## src/rtl/mux_sel_arbiter.sv

```systemverilog
// Two-requester arbiter driving the shared 2:1 select path.
// The winning operand is buffered in a single-entry valid/ready output stage.
module mux_sel_arbiter #(
    parameter int unsigned DW   = 4,
    parameter bit          FAIR = 1'b1
) (
    input  logic          clk,
    input  logic          reset,
    input  logic          req0,
    input  logic [DW-1:0] in0,
    input  logic          req1,
    input  logic [DW-1:0] in1,
    output logic          gnt0,
    output logic          gnt1,
    output logic          out_valid,
    output logic [DW-1:0] out_data,
    input  logic          out_ready,
    output logic          sel,
    output logic          last
);

    typedef enum logic [1:0] {
        EMPTY = 2'd0,
        FULL0 = 2'd1,
        FULL1 = 2'd2
    } state_t;

    state_t        state_q;
    state_t        state_d;
    logic          out_valid_d;
    logic [DW-1:0] out_data_d;
    logic          sel_d;
    logic          last_d;
    logic          accept_c;

    // Buffer, select and round-robin pointer registers
    always_ff @(posedge clk) begin
        if (reset) begin
            state_q   <= EMPTY;
            out_valid <= 1'b0;
            out_data  <= '0;
            sel       <= 1'b0;
            last      <= 1'b1;
        end else begin
            state_q   <= state_d;
            out_valid <= out_valid_d;
            out_data  <= out_data_d;
            sel       <= sel_d;
            last      <= last_d;
        end
    end

    // Arbitration and next-state; a drain and a refill may share one edge
    always_comb begin
        state_d     = state_q;
        out_valid_d = out_valid;
        out_data_d  = out_data;
        sel_d       = sel;
        last_d      = last;
        gnt0        = 1'b0;
        gnt1        = 1'b0;
        accept_c    = !reset && ((state_q == EMPTY) || (out_valid && out_ready));

        if (accept_c) begin
            if (req0 && req1) begin
                // On contention the requester not granted last time wins
                if (FAIR && !last) begin
                    gnt1 = 1'b1;
                end else begin
                    gnt0 = 1'b1;
                end
            end else if (req0) begin
                gnt0 = 1'b1;
            end else if (req1) begin
                gnt1 = 1'b1;
            end

            if (gnt0) begin
                state_d     = FULL0;
                out_valid_d = 1'b1;
                out_data_d  = in0;
                sel_d       = 1'b0;
                last_d      = 1'b0;
            end else if (gnt1) begin
                state_d     = FULL1;
                out_valid_d = 1'b1;
                out_data_d  = in1;
                sel_d       = 1'b1;
                last_d      = 1'b1;
            end else begin
                // Drained with nothing to refill; data and sel keep old values
                state_d     = EMPTY;
                out_valid_d = 1'b0;
            end
        end
    end

endmodule

```

## config.mk

```make
export PLATFORM = sky130hd
export DESIGN_NAME = mux_sel_arbiter
export DESIGN_NICKNAME = d
export VERILOG_FILES = /design/src/rtl/mux_sel_arbiter.sv
export SDC_FILE = /design/constraint.sdc
export NUM_CORES = 1
export LEC_CHECK = 0
export CAP_MARGIN = 0
export CORE_MARGIN = 2
export CORE_UTILIZATION = 25
export CTS_CLUSTER_DIAMETER = 200
export CTS_CLUSTER_SIZE = 14
export DETAILED_ROUTE_END_ITERATION = 8
export PLACE_DENSITY = 0.63
export SLEW_MARGIN = 20
export SYNTH_ARGS = -nofsm -noshare
export SYNTH_HDL_FRONTEND = slang
export SYNTH_SLANG_ARGS = --single-unit
```

## constraint.sdc

```tcl
create_clock -name clk -period 1.37 [get_ports clk]
set_clock_uncertainty 0.15 [all_clocks]
set_input_delay 0.411 -clock clk [delete_from_list [all_inputs] [get_ports clk]]
set_output_delay 0.411 -clock clk [all_outputs]
set_load 0.1 [all_outputs]
```

==> results.cfg <==
[synthesis]
synth_top_family_by_area = compound AO/OA/AOI/OAI gates
ys_seq_area_share_pct = 40.3
ys_warn_count = 0
synth_compound_area_share_pct = 40.6
synth_ff_type = dfxtp_1
synth-edff-count = 0
synth.most_common_cell = dfxtp_1
synthCells = 48
syn_area_um2 = 447
syn_nets = 61
yosys-top-cells-count = 9 x dfxtp_1, 5 x inv_1, 5 x nor2_1
synthXorXnorAreaFrac_pct = 0
synth_largest_area_cell = dfxtp_1
synthSimpleGateAreaFrac_pct = 14.0
synth_area_leaders = dfxtp_1 40%, a221oi_1 7.8%, o32ai_1 7.8%
synth_cell_type_count = 22
synth_mux_area_share_pct = 0
synth-seq-cells = 9
synth.avg_cell_area_um2 = 9.31
synth_adder_area_share_pct = 0
async_flop_share_pct = 0
synth_top_area_share_pct = 40.3

[placed_design]
io_buffer_count = 21
dp_hpwl_um = 1090
place_inst = 109
gp_congestion = 0.738
post_dp_cell_area_um2 = 937
pre_cts_ws_ns = -0.799

[layout]
fin_area_mm2 = 0.00117
finalNonFillerCells = 123
layout-drive-gt1-share_pct = 68.4
finish.utilization_pct = 68.8
nets = 112
diodes = 0
synthToLayoutAreaGrowth_pct = 163

[critical_path]
r2r_start = out_valid$_SDFFE_PP0P_
r2r-end = state_q[0]$_SDFFE_PP0P_
critPathLaunchType = register
crit_arrival_ns = 1.37
reg2regPathDepth = 6
cp.required_ns = 0.81
worstPathMaxFanout = 3
crit_start = last$_SDFFE_PP1P_
worst-setup-path-type = reg2out
end_kind = output port
rrSetupSlack_ns = -0.01

[min_path]
min_path_type = reg2reg
hp-start = out_data[0]$_SDFFE_PP0P_
hold_depth = 2
min_to = out_data[0]$_SDFFE_PP0P_

[sta]
setup_slack_ns = -0.559
min_period_ns = 1.93
post-route-period-util_pct = 141
hold_viol_final = 0
setup_viol = 5
tightest_slew_ns = 0.260
max_clock_freq_mhz = 518
maxSlewHeadroom_pct = 82.5
rsz0062_at_grt = true
final_max_slew_viol_count = 0

[detailed_routing]
drt_pass1_iterations = 2
wl_per_cell_um = 13.4
drt_wl_total_um = 1650
antenna_left = 0
drc = 0
drt_iter0_drc = 6
via_per_inst = 4.70
via_count = 578

[die]
die_h_um = 46.3
die-area_mm2 = 0.00214
fp-row-count = 15
core_mm2 = 0.00171
fp.dieW_um = 46.3
initial_utilization_pct = 26.2
io_pins = 22

[run_status]
status = finished with violations
violations = negative setup slack

[clocking]
clockRootBuffer = clkbuf_4
cts_tree = built
clkTransAtPathRegs_ns = 0.07
cts.sinks = 9
clock_latency_ns = 0.27
cts_hold_buf = 0
cts_buffer_depth = 2
h-tree-depth = 1
cts_made_buffers = 3

[grt]
grt_use_total_pct = 15.7
first_global_vias = 545
grt_first_pass_wirelength_um = 2290
grt_antenna_before_repair = 0
gr-total-overflow = 0
grt_max_degree = 10

[power]
p_sw_uw = 542
powerDensity_mw_per_mm2 = 1120
p_leak_uw = 0.000481
seq_power_share_pct = 25.9
ir_worst_vdd_mv = 0.539
p_comb_share_pct = 57.7
internal_power_uw = 772
power_uw = 1310
share_clk_of_total_power_pct = 16.4
sw_frac_of_total_pct = 41.3

[run]
drv_cap = 0
==> power by group through the flow <==
stage	clock [µW]	combinational, µW	sequential (µW)
after floorplan	0	151	528
after global placement	0	606	340
after detailed placement	0	610	341
after CTS	213	683	334
after global routing	235	790	344
final	215	758	340
==> kinds of logic after synthesis <==
logic type      Yosys count
compound gates           20
flops                     9
simple gates             13
buf+inv                   6
==> repair_timing <==
| item | CTS | global route |
|---|---|---|
| buffers inserted | 5 | 6 |
| endpoints found under the setup margin | 13 | 15 |
| pin swaps | 3 | 6 |
| resized for setup | 17 | 20 |
==> critical path, cell delays in order (launching register included) <==
cell      delay [ns]
dfxtp_4         0.35
buf_6           0.11
a21bo_4         0.20
nand2b_4        0.14
nor2_4          0.12
buf_12          0.18
==> cell type report <==
| type | instances | area, µm² |
|---|---|---|
| Timing Repair Buffer | 47 | 522 |
| Inverter | 5 | 18.8 |
| Clock buffer | 4 | 26.3 |
| Fill cell | 131 | 533 |
| Tap cell | 25 | 31.3 |
| Multi-Input combinational cell | 33 | 380 |
| Sequential cell | 9 | 196 |
==> cells in the final DEF (no fill, tap or decap), types with 2 or more instances in the layout <==
cell type / n
dfxtp_4: 2
clkdlybuf4s50_1: 8
a21oi_1: 2
buf_12: 10
dfxtp_2: 7
inv_1: 5
nand2_1: 3
clkbuf_4: 3
o32ai_4: 2
a221oi_2: 4
o32ai_2: 2
nor2_1: 4
buf_4: 17
buf_6: 8
clkbuf_2: 2
==> metal layers <==
layer  track usage (%)  share of wire (%)
met3              5.88                7.0
met5                 0                  0
met1              16.5                 42
met2              27.5                 50
met4              6.86                1.0
==> sequential cells by signal, summed over array words and instances, names as in the netlist <==
name and cells:
last 1, out_data 4, out_valid 1, sel 1, state_q 2
==> per-stage QoR <==
stage / TNS, ns / hold WS, ns
3_3_place_gp: -5.71 / 0.324
6_report: -1.48 / 0.333
5_1_grt: -1.74 / 0.353
4_1_cts: -1.42 / 0.335
2_1_floorplan: -1.77 / 0.352
3_5_place_dp: -5.88 / 0.332
==> how the worst max path moves through the flow <==
stage	to	slack, ns	depth (start not counted)
after global routing	gnt1	-0.61	5
after detailed placement	gnt0	-0.80	4
after floorplan	gnt0	-0.99	2
final	gnt1	-0.56	5
after CTS	gnt0	-0.57	3
after global placement	gnt0	-0.79	4
(Power assumes the default switching activity.)
